===== src/rtl/envelope_gen_pkg.sv =====
// Shared types and saturating helpers for the ADSR envelope stage.
package envelope_gen_pkg;

    typedef enum logic [2:0] {
        IDLE    = 3'd0,
        ATTACK  = 3'd1,
        DECAY   = 3'd2,
        SUSTAIN = 3'd3,
        RELEASE = 3'd4
    } env_state_e;

    // a + b clamped to ceil_v.
    function automatic logic [31:0] sat_add(input logic [31:0] a,
                                            input logic [31:0] b,
                                            input logic [31:0] ceil_v);
        logic [32:0] sum;
        sum = {1'b0, a} + {1'b0, b};
        return (sum > {1'b0, ceil_v}) ? ceil_v : sum[31:0];
    endfunction

    // a - b clamped to floor_v; assumes a >= floor_v on entry.
    function automatic logic [31:0] sat_sub(input logic [31:0] a,
                                            input logic [31:0] b,
                                            input logic [31:0] floor_v);
        if ((a < b) || ((a - b) < floor_v)) begin
            return floor_v;
        end
        return a - b;
    endfunction

endpackage


===== src/rtl/envelope_gen_level_fsm.sv =====
// ADSR level state machine; advances one step per accepted sample.
// ENVELOPE_GEN_EXP_RELEASE_EN selects an exponential release tail.
module env_level_fsm
    import envelope_gen_pkg::*;
#(
    parameter int unsigned env_width_p     = 8,
    parameter int unsigned attack_step_p   = 32,
    parameter int unsigned decay_step_p    = 8,
    parameter int unsigned sustain_level_p = 160,
    parameter int unsigned release_step_p  = 4,
    parameter int unsigned release_shift_p = 3
) (
    input  logic                   clk_i,
    input  logic                   reset_ni,
    input  logic                   step_i,
    input  logic                   gate_i,
    output logic [env_width_p-1:0] env_o,
    output env_state_e             state_o
);

    localparam logic [31:0] MAX_LEVEL = (32'd1 << env_width_p) - 32'd1;
    localparam logic [31:0] SUS_LEVEL = 32'(sustain_level_p);

    env_state_e             state_q, state_d;
    logic [env_width_p-1:0] env_q, env_d;
    logic [31:0]            level, rel_dec, att_level, dec_level, rel_level;

    always_ff @(posedge clk_i) begin
        if (!reset_ni) begin
            state_q <= IDLE;
            env_q   <= '0;
        end else begin
            state_q <= state_d;
            env_q   <= env_d;
        end
    end

    // Gate changes take effect on the same beat, using the new state's step.
    always_comb begin
        level = 32'(env_q);
`ifdef ENVELOPE_GEN_EXP_RELEASE_EN
        rel_dec = level >> release_shift_p;
        if (rel_dec == 32'd0) begin
            rel_dec = 32'd1;
        end
`else
        rel_dec = 32'(release_step_p);
`endif
        att_level = sat_add(level, 32'(attack_step_p), MAX_LEVEL);
        dec_level = sat_sub(level, 32'(decay_step_p), SUS_LEVEL);
        rel_level = sat_sub(level, rel_dec, 32'd0);
        state_d   = state_q;
        env_d     = env_q;
        if (step_i) begin
            if (!gate_i) begin
                if (state_q != IDLE) begin
                    env_d   = env_width_p'(rel_level);
                    state_d = (rel_level == 32'd0) ? IDLE : RELEASE;
                end
            end else begin
                case (state_q)
                    IDLE, ATTACK, RELEASE: begin
                        env_d   = env_width_p'(att_level);
                        state_d = (att_level == MAX_LEVEL) ? DECAY : ATTACK;
                    end
                    DECAY: begin
                        env_d   = env_width_p'(dec_level);
                        state_d = (dec_level == SUS_LEVEL) ? SUSTAIN : DECAY;
                    end
                    SUSTAIN: begin
                        env_d   = env_width_p'(SUS_LEVEL);
                        state_d = SUSTAIN;
                    end
                    default: begin
                        env_d   = '0;
                        state_d = IDLE;
                    end
                endcase
            end
        end
    end

    always_comb begin
        env_o   = env_q;
        state_o = state_q;
    end

endmodule


===== src/rtl/envelope_gen.sv =====
// ADSR amplitude envelope: scales a signed sample stream by an 8-bit level.
// Build with ENVELOPE_GEN_EXP_RELEASE_EN for an exponential release tail.
module envelope_gen
    import envelope_gen_pkg::*;
#(
    parameter int unsigned width_p         = 12,
    parameter int unsigned env_width_p     = 8,
    parameter int unsigned attack_step_p   = 32,
    parameter int unsigned decay_step_p    = 8,
    parameter int unsigned sustain_level_p = 160,
    parameter int unsigned release_step_p  = 4,
    parameter int unsigned release_shift_p = 3
) (
    input  logic                      clk_i,
    input  logic                      reset_ni,
    input  logic                      gate_i,
    input  logic signed [width_p-1:0] data_i,
    input  logic                      valid_i,
    output logic                      ready_o,
    output logic signed [width_p-1:0] data_o,
    output logic                      valid_o,
    input  logic                      ready_i,
    output logic [env_width_p-1:0]    env_o,
    output logic                      busy_o
);

    localparam int unsigned PROD_W = width_p + env_width_p + 1;

    logic                     accept_in;
    env_state_e               state;
    logic signed [PROD_W-1:0] product;
    logic                     unused_product_bits;

    // valid/ready: a beat moves when valid & ready are both high at a rising
    // edge; a presented output holds data and valid until it is taken, and the
    // single output register can refill in the same cycle it drains.
    assign ready_o   = ~valid_o | ready_i;
    assign accept_in = valid_i & ready_o;

    env_level_fsm #(
        .env_width_p    (env_width_p),
        .attack_step_p  (attack_step_p),
        .decay_step_p   (decay_step_p),
        .sustain_level_p(sustain_level_p),
        .release_step_p (release_step_p),
        .release_shift_p(release_shift_p)
    ) u_level (
        .clk_i   (clk_i),
        .reset_ni(reset_ni),
        .step_i  (accept_in),
        .gate_i  (gate_i),
        .env_o   (env_o),
        .state_o (state)
    );

    // Level is zero-extended so the product stays signed; taking the upper
    // slice is an arithmetic shift that floors toward -inf.
    assign product = PROD_W'(data_i) * PROD_W'($signed({1'b0, env_o}));
    assign unused_product_bits = ^{product[PROD_W-1], product[env_width_p-1:0]};

    always_ff @(posedge clk_i) begin
        if (!reset_ni) begin
            valid_o <= 1'b0;
            data_o  <= '0;
        end else if (accept_in) begin
            valid_o <= 1'b1;
            data_o  <= product[env_width_p +: width_p];
        end else if (ready_i) begin
            valid_o <= 1'b0;
        end
    end

    assign busy_o = (state != IDLE);

endmodule


===== config.mk =====
export PLATFORM = sky130hd
export DESIGN_NAME = envelope_gen
export DESIGN_NICKNAME = d
export VERILOG_FILES = /design/src/rtl/envelope_gen_pkg.sv /design/src/rtl/envelope_gen_level_fsm.sv /design/src/rtl/envelope_gen.sv
export SDC_FILE = /design/constraint.sdc
export NUM_CORES = 1
export LEC_CHECK = 0
export ABC_AREA = 0
export CORE_ASPECT_RATIO = 0.7
export CORE_MARGIN = 1
export CORE_UTILIZATION = 35
export DETAILED_ROUTE_END_ITERATION = 6
export PLACE_DENSITY = 0.53
export RECOVER_POWER = 25
export SLEW_MARGIN = 20
export SYNTH_ARGS = -nofsm -noshare
export SYNTH_HDL_FRONTEND = slang
export SYNTH_SLANG_ARGS = --single-unit

===== constraint.sdc =====
create_clock -name clk_i -period 13.55 [get_ports clk_i]
set_input_delay 2.0325 -clock clk_i [delete_from_list [all_inputs] [get_ports clk_i]]
set_output_delay 2.0325 -clock clk_i [all_outputs]
set_load 0.005 [all_outputs]

==> summary.txt, run 1 <==
Run status
  – Status: finished clean

STA
  – Hold WS: 464 ps
  – Slew headroom: 0.406
  – Setup violators final: 0
  – Max Slew Vio Count: 0
  – Final period util: 0.492
  – Fmax: 150 MHz
  – Fin. Hold Viols: 0
  – Aggregate negative setup slack: 0 ps
  – Min cycle time layout: 6670 ps
  – Worst-Margin Slew: 890 ps
  – Worst Skew: 2.93 ps
  – RSZ-0062 raised after global routing: no

Yosys
  – Synth unique cells: 59
  – EDFF count, synth: 0
  – Synth warn: 0
  – Post-Syn Nets: 715
  – Share of the synthesized area in the top cell type: 0.309
  – Cell area after synthesis: 4860 um2
  – Synth Flop Type: dfxtp_1
  – Async set-reset flop share out of synthesis: 0
  – Mean area per synthesized cell: 8.38 um2
  – Register area share after synthesis: 0.0988
  – Synth area leaders: fa_1 31%, ha_1 11%, dfxtp_1 9.9%
  – Synth Instances: 580
  – Cell accounting for the most synthesized area: fa_1
  – Register bit total from synthesis: 24

Clock tree
  – CTS Root Cell: clkbuf_16
  – TritonCTS Buffers: 3
  – Post-CTS Setup Inserts: 0
  – Htree depth: 1
  – CTS tree: built
  – CTS Hold Buffers Added: 0
  – CTS clk-pin slew, worst paths: 70 ps
  – Worst skew pair latency: 270 ps
  – CTS Buffer Depth: 2
  – Clk sinks: 24
  – Post-CTS Resized: 0

Detailed routing
  – Wirelength, routed: 12200 um
  – Final ANT Viol Nets: 0
  – DR vias: 4001
  – TritonRoute pass-1 iters: 5
  – Initial detailed-routing violation count: 283
  – Via density: 5.06
  – DRC violations left: 0
  – Wirelength per Cell: 15.4 um

Critical path
  – Startpoint types: input port
  – CP arrival: 6870 ps
  – Worst-path fanout max: 8
  – Setup CP Type: input port to register
  – Worst R2R Path Depth: 15
  – Worst path required time: 13750 ps
  – CP peak stage delay: 700 ps
  – Flop2flop setup slack: 8380 ps
  – Critical path's most frequent cell: fa_1
  – R2r endpoint: data_o[10]
  – Crit-path slowest cell: fa_1
  – Critical Path Sink Type: register
  – Start of the worst register-to-register path: u_level.env_o[0]
  – Cells along the critical path: clkdlybuf4s50_1 > nand2_1 > inv_1 > fa_1 > fa_1 > inv_1 > fa_1 > fa_1 > inv_1 > ha_1 > and3_1 > and2_1 > a221o_1 > a21oi_1 > nand4_1 > o211ai_1

Global routing
  – Overall routing resource usage: 0.189
  – Pin count of the biggest net entering global routing: 25
  – Gr ovfl total: 0
  – Vias in the first global route: 4294
  – First-pass GRT wire length: 21400 um
  – Initial antenna violation count: 0

Pwr
  – Total Power: 0.223 mW
  – Peak VDD IR: 0.0363 mV
  – PD cells: 40.6 nW/um2
  – Leakage: 2.69 nW

Die
  – Core area: 13400 um2
  – Die Y: 101 um
  – Die area: 14400 um2
  – Starting Density: 0.364
  – Core Rows: 35
  – Die width: 143 um
  – # IOs: 40

Cells and area
  – Share of layout cells above drive strength 1: 0.0364
  – Fillers: 1379
  – Ant. Diodes: 0
  – Most common cell after layout, fill and taps aside: inv_1
  – Most frequent cells in the layout: 114 x inv_1, 75 x fa_1, 59 x nand2_1
  – Non-Filler Instances: 790
  – Nets: 741
  – Layout area overhead: 13.3%

Worst hold path
  – Hold Path Sink: data_o[2]
  – Hold Path Class: register to register
  – Worst hold stages: 2
  – Hold Crit Start: data_o[2]

Placement
  – Gpl congestion: 0.909
  – Final HPWL DP: 9920 um
  – Dpl cells: 786
  – I/O Buffers: 39

Run
  – Max-cap violations: 0
cell usage after synthesis, drive strengths merged, types with 4 or more instances:
cell type,instances
dfxtp,24
o31ai,6
a21oi,27
and3,7
a21o,9
buf,9
inv,115
nand2,60
or3,6
nor3,5
o2111ai,4
nand3,15
o21ai,23
nand4,4
o211ai,4
clkbuf,13
xnor2,13
ha,43
a31oi,6
and2,56
xor2,4
nor2,18
fa,75
cell type report:
type | count | area (um2) | share of cell area
multi-input cells | 419 | 3840 | 0.697
flip-flops and latches | 24 | 480 | 0.0872
inverters | 115 | 432 | 0.0784
repair buffers | 43 | 420 | 0.0763
well taps | 185 | 231 | 0.0420
clock buffers | 3 | 75.1 | 0.0136
clock inverters | 1 | 30.0 | 0.00545
cells by family (layout without fill, tap and decap cells):
kind of cell,Yosys count,count (layout),share of synthesized area
flip-flops,24,24,0.0988
buffers and inverters,137,162,0.111
adder cells (fa/ha/maj),118,118,0.420
AND/OR/NAND/NOR,183,183,0.198
XOR/XNOR,17,17,0.0306
AO/OA/AOI/OAI,101,101,0.141
per-layer routing:
metal | up-vias | part of all wire | global-route usage
li1 | 1903 | - | -
met2 | 99 | 0.44 | 0.311
met4 | 0 | 0.0048 | 0.0223
met5 | - | 0 | 0
met3 | 5 | 0.052 | 0.0257
met1 | 1994 | 0.50 | 0.270
where the power goes:
group | internal [mW] | total (mW) | switching (mW)
combinational | 0.0245 | 0.0597 | 0.0352
sequential | 0.0725 | 0.0749 | 0.00242
clock | 0.0589 | 0.0887 | 0.0298
total | 0.156 | 0.223 | 0.0675
stage by stage:
stage,setup WS (ps),cell area [um2],utilization
after floorplan,7520,4860,-
after global placement,6660,5400,0.404
after detailed placement,6580,5400,0.404
after CTS,6860,5510,0.412
after global routing,6580,5510,0.412
final,6880,5510,0.412
how the worst max path moves through the flow:
stage,from,endpoint,slack (ps),depth (start not counted)
finish,data_i[11],data_o[10],6880,16
global route,data_i[4],data_o[8],6580,16
CTS,data_i[11],data_o[10],6860,16
detailed placement,data_i[11],data_o[10],6580,16
global placement,data_i[11],data_o[10],6660,16
floorplan,data_i[11],data_o[9],7520,14
flip-flops by register name, summed over array words and instances (netlist names):
name             flops
data_o              12
u_level.env_o        8
u_level.state_o      3
valid_o              1
critical path, delay by kind of cell:
family / cells / cell delay, ps
fa+ha+maj: 5 / 2660
buf+inv: 4 / 920
simple gates: 4 / 620
compound gates: 3 / 620
No activity file was read; power rests on OpenSTA's default activity.
==> run 2, diff against run 1 <==
--- a/config.mk
+++ b/config.mk
@@ -10,7 +10,7 @@
 export CORE_MARGIN = 1
 export CORE_UTILIZATION = 35
 export DETAILED_ROUTE_END_ITERATION = 6
-export PLACE_DENSITY = 0.53
+export PLACE_DENSITY = 0.55
 export RECOVER_POWER = 25
 export SLEW_MARGIN = 20
 export SYNTH_ARGS = -nofsm -noshare
==> constraint.sdc (replaced) <==
create_clock -name clk_i -period 5.7 [get_ports clk_i]
set_input_delay 0.855 -clock clk_i [delete_from_list [all_inputs] [get_ports clk_i]]
set_output_delay 0.855 -clock clk_i [all_outputs]
set_load 0.005 [all_outputs]
==> run 2 against run 1 <==
Setup slack got worse by 6600 ps. Cell count up 1.4%. Total power is 140% higher. Utilization rose by 0.64 points. Sequential power is 140% higher. Non-clock buffer count is 11 higher. Clock skew rose by 1.1 ps.
==> summary.txt, run 2 (synthesized netlist as in run 1, its figures left out) <==
Clock tree
  – CTS clk-pin slew, worst paths: 60 ps
  – Worst skew pair latency: 270 ps
  – TritonCTS Buffers: 3
  – Clk sinks: 24
  – Htree depth: 1
  – CTS tree: built
  – CTS Root Cell: clkbuf_16
  – CTS Buffer Depth: 2

Cells and area
  – Most frequent cells in the layout: 114 x inv_1, 74 x fa_1, 59 x nand2_1
  – Ant. Diodes: 0
  – Share of layout cells above drive strength 1: 0.0552
  – Largest Register: data_o
  – Final Instance Area: 5590 um2
  – Area of the multi-input gates: 3840 um2
  – Nets: 752
  – Layout Utilization: 0.419
  – Sequential cell area: 480 um2
  – Most common cell after layout, fill and taps aside: inv_1
  – Max reg flops: 12
  – Fillers: 1342
  – Layout area overhead: 15.1%

Critical path
  – Worst R2R Path Depth: 15
  – CP arrival: 5570 ps
  – Crit-path slowest cell: clkdlybuf4s50_1
  – CP top delay family: adder cells
  – Worst path required time: 5840 ps
  – Critical Path Sink Type: register
  – CP Depth: 16
  – CP peak stage delay: 630 ps
  – Worst-path fanout max: 8
  – Startpoint types: input port
  – Buf/Inv on CP: 4
  – Cells along the critical path: clkdlybuf4s50_1 > nand2_1 > fa_1 > inv_1 > fa_1 > fa_1 > inv_1 > fa_1 > inv_1 > ha_1 > a21o_1 > a21o_1 > a21oi_2 > nand2_1 > a2111oi_0 > o31ai_1
  – Critical path's most frequent cell: fa_1
  – Setup CP Type: input port to register

Die
  – Starting Density: 0.364
  – Die Y: 101 um
  – Core Rows: 35
  – # IOs: 40
  – Core area: 13400 um2
  – Die area: 14400 um2
  – Die width: 143 um

Detailed routing
  – Via density: 5.10
  – DRC violations left: 0
  – Wirelength, routed: 12500 um
  – DR vias: 4086
  – Final ANT Viol Nets: 0
  – Initial detailed-routing violation count: 251
  – Wirelength per Cell: 15.6 um
  – TritonRoute pass-1 iters: 5

Pwr
  – PD cells: 95.3 nW/um2
  – Peak VDD IR: 0.102 mV
  – Total Power: 0.533 mW
  – Leakage: 2.74 nW

Worst hold path
  – Hold Path Class: register to register
  – Worst hold stages: 2

Global routing
  – Vias in the first global route: 4373
  – Initial antenna violation count: 0
  – Gr ovfl total: 0
  – Overall routing resource usage: 0.194
  – First-pass GRT wire length: 21900 um
  – Pin count of the biggest net entering global routing: 17

STA
  – Worst-Margin Slew: 642 ps
  – RSZ-0062 raised after global routing: no
  – Max Slew Vio Count: 0
  – Setup violators final: 0
  – Final period util: 0.952
  – Min cycle time layout: 5430 ps
  – Aggregate negative setup slack: 0 ps
  – Fmax: 184 MHz
  – Slew headroom: 0.571
  – Fin. Hold Viols: 0
  – Worst Skew: 4.02 ps

Placement
  – I/O Buffers: 39
  – Final HPWL DP: 10600 um
  – Gpl congestion: 0.892
  – Cell Area, Placed: 5490 um2

Run
  – Max-cap violations: 0

Run status
  – Status: finished clean
## run 2: cell types whose count changed in the layout (fill, tap and decap cells not counted), sizes merged
cell	delta
buf	+11
## run 2: worst paths after layout
path	startpoint	end	slack [ps]
max	data_i[4]	data_o[11]	270
max reg2reg	u_level.env_o[5]	data_o[11]	800
min	data_o[1]	data_o[1]	460
min reg2reg	data_o[1]	data_o[1]	460
## run 2: what timing repair did
action	4_1_cts	5_1_grt
gates resized for setup	0	1
hold buffers	0	0
buffers inserted	0	0
setup endpoints to repair	0	1
## run 2: layout make-up
cell class              count  area share
multi-input cells         419       0.687
repair buffers             54      0.0899
flip-flops and latches     24      0.0859
inverters                 115      0.0772
well taps                 185      0.0414
clock buffers               3      0.0134
clock inverters             1     0.00537
## run 2: worst min-delay path, cell delays in order (launching register included)
cell and delay [ps]:
dfxtp_1 310, nand2_1 50, a21oi_1 50
## run 2: stage by stage
step,setup WS (ps),cells,hold slack [ps]
5_1_grt,3.60,801,492
6_report,274,801,462
3_5_place_dp,4.10,797,453
2_1_floorplan,851,580,448
4_1_cts,269,801,473
3_3_place_gp,39.0,797,448
## run 2: per-layer routing
metal | GRT usage | routed length [um] | vias to the layer above
met4 | 0.0273 | 131 | 0
met1 | 0.271 | 6030 | 2040
met2 | 0.325 | 5730 | 108
li1 | - | - | 1932
met3 | 0.0276 | 610 | 6
met5 | 0 | 0 | -
## run 2: power by group
part | switching (mW) | internal (mW)
clock | 0.0678 | 0.140
sequential | 0.00706 | 0.172
combinational | 0.0845 | 0.0613
total | 0.159 | 0.374
==> run 3, diff against run 2 <==
--- a/config.mk
+++ b/config.mk
@@ -10,9 +10,10 @@
 export CORE_MARGIN = 1
 export CORE_UTILIZATION = 35
 export DETAILED_ROUTE_END_ITERATION = 6
-export PLACE_DENSITY = 0.55
+export PLACE_DENSITY = 0.54
 export RECOVER_POWER = 25
 export SLEW_MARGIN = 20
 export SYNTH_ARGS = -nofsm -noshare
 export SYNTH_HDL_FRONTEND = slang
+export SYNTH_HIERARCHICAL = 1
 export SYNTH_SLANG_ARGS = --single-unit
==> run 3 against run 2 <==
Critical path depth stayed put. Largest cell class unchanged. Non-clock buffer count grew 7. Critical path type unchanged. Sequential power grew 10%. Largest power group is now combinational logic. Global-route usage down 0.061 points. Utilization is 0.48 points lower. Combinational power up 120%.
==> summary.txt, run 3 <==
Critical path
  – Worst-path fanout max: 8
  – CP arrival: 5560 ps
  – Startpoint types: input port
  – Setup CP Type: input port to register
  – Cells along the critical path: clkdlybuf4s50_1 > nand2_1 > fa_1 > inv_1 > fa_1 > fa_1 > inv_1 > fa_1 > inv_1 > ha_1 > nand2_1 > or4_1 > a211o_1 > a21oi_2 > nand3b_1 > nand3_1
  – Worst path required time: 5850 ps
  – Critical path's most frequent cell: fa_1
  – Critical Path Sink Type: register
  – Crit-path slowest cell: clkdlybuf4s50_1
  – CP peak stage delay: 640 ps

Yosys
  – Adder-cell area share of the yosys netlist: 0.411
  – Cell accounting for the most synthesized area: fa_1
  – Cell area after synthesis: 4990 um2
  – Top post-synthesis cells by count: 128 x inv_1, 79 x nand2_1, 75 x fa_1
  – Synth warn: 6
  – Simple-gate area share of the yosys netlist: 0.202
  – Mux cell area share after synthesis: 0
  – Post-Syn Nets: 740
  – Most frequent cell after synthesis: inv_1
  – XOR/XNOR Fraction of Synth Area: 0.0263
  – Register area share after synthesis: 0.0963
  – Register bit total from synthesis: 24
  – Synth unique cells: 67
  – Async set-reset flop share out of synthesis: 0
  – EDFF count, synth: 0
  – Compound-Gate Fraction of Synth Area: 0.144
  – Synth area leaders: fa_1 30%, ha_1 11%, dfxtp_1 9.6%
  – Synth Flop Type: dfxtp_1
  – Synth Instances: 604
  – Share of the synthesized area in the top cell type: 0.301
  – Main combinational cell family by area after synthesis: adder cells
  – Mean area per synthesized cell: 8.26 um2

Clock tree
  – TritonCTS Buffers: 3
  – CTS Hold Buffers Added: 0
  – Htree depth: 1
  – CTS tree: built
  – Worst skew pair latency: 270 ps
  – CTS Root Cell: clkbuf_16
  – Clk sinks: 24
  – CTS clk-pin slew, worst paths: 70 ps
  – CTS Buffer Depth: 2

Detailed routing
  – Wirelength per Cell: 15.6 um
  – Via density: 5.03
  – DR vias: 4236
  – TritonRoute pass-1 iters: 4
  – Wirelength, routed: 13100 um
  – Final ANT Viol Nets: 0
  – Initial detailed-routing violation count: 331
  – DRC violations left: 0

Global routing
  – Pin count of the biggest net entering global routing: 21
  – Gr ovfl total: 0
  – Initial antenna violation count: 0
  – Vias in the first global route: 4338
  – First-pass GRT wire length: 22200 um
  – Overall routing resource usage: 0.193

Placement
  – Final HPWL DP: 10900 um
  – I/O Buffers: 39
  – Gpl congestion: 0.980

Worst hold path
  – Hold Path Class: register to register

Cells and area
  – Layout area overhead: 15.5%
  – Largest Register: data_o
  – Nets: 789
  – Most common cell after layout, fill and taps aside: inv_1
  – Share of layout cells above drive strength 1: 0.0675
  – Ant. Diodes: 0
  – Max reg flops: 12
  – Most frequent cells in the layout: 128 x inv_1, 79 x nand2_1, 75 x fa_1

Die
  – Die width: 145 um
  – Die Y: 102 um
  – Die area: 14700 um2
  – # IOs: 40
  – Core area: 13900 um2
  – Starting Density: 0.359
  – Core Rows: 36

STA
  – Slew headroom: 0.472
  – Fmax: 185 MHz
  – RSZ-0062 raised after global routing: no
  – Worst-Margin Slew: 790 ps
  – Final period util: 0.950
  – Aggregate negative setup slack: 0 ps
  – Setup violators final: 0
  – Worst Skew: 7.81 ps
  – Min cycle time layout: 5410 ps
  – Max Slew Vio Count: 0
  – Fin. Hold Viols: 0

Run status
  – Status: finished clean

Pwr
  – Leakage: 2.84 nW
  – Total Power: 0.694 mW
  – PD cells: 121 nW/um2
  – Peak VDD IR: 0.103 mV

Run
  – Max-cap violations: 0
run 3: metrics by stage:
step	cells	cell area, um2	setup slack (ps)	utilization	hold slack (ps)
2_1_floorplan	604	4990	868	-	448
3_3_place_gp	838	5670	102	0.407	446
3_5_place_dp	838	5670	30.4	0.407	463
4_1_cts	842	5760	294	0.414	471
5_1_grt	842	5760	43.1	0.414	493
6_report	842	5760	286	0.414	467
run 3: path summary, 6_finish.rpt:
path                    start         end  slack (ps)  cells after the start
max                 data_i[6]  data_o[11]         290                     16
min                 data_o[4]   data_o[4]         470                      2
max reg2reg  u_level/env_o[5]  data_o[11]         650                     15
min reg2reg         data_o[4]   data_o[4]         470                      2
run 3: worst max-delay path, delay by kind of cell:
family / cells / cell delay [ps]
compound gates: 2 / 610
buf+inv: 4 / 790
fa+ha+maj: 5 / 2340
simple gates: 5 / 950
run 3: area by class of cell:
cell class                 instances  area (um2)
multi-input combinational        433        3910
tap                              190         238
sequential                        24         480
inverter                         130         488
timing repair buffer              61         556
clock buffer                       4        88.8
fill                            1419        8160
run 3: cell families (layout without fill, tap and decap cells):
group	Yosys count	after routing
simple gates	199	199
buf+inv	147	195
fa+ha+maj	119	119
compound gates	100	100
flops	24	24
xor+xnor	15	15
run 3: report_power, final:
| group | internal [mW] | switching [mW] | total (mW) | leakage [nW] |
|---|---|---|---|---|
| Combinational | 0.140 | 0.181 | 0.322 | 2.60 |
| Sequential | 0.179 | 0.0176 | 0.197 | 0.195 |
| Clock | 0.108 | 0.0684 | 0.176 | 0.0442 |
run 3: repair_timing:
item | CTS | global route
setup buffers | 0 | 0
resized for setup | 0 | 1
endpoints found under the setup margin | 0 | 1
run 3: routing by layer:
layer	routed length [um]	global-route usage	share of wire
met2	5360	0.297	0.41
met3	986	0.0422	0.075
met5	0	0	0
met1	6650	0.284	0.51
met4	111	0.0235	0.0085
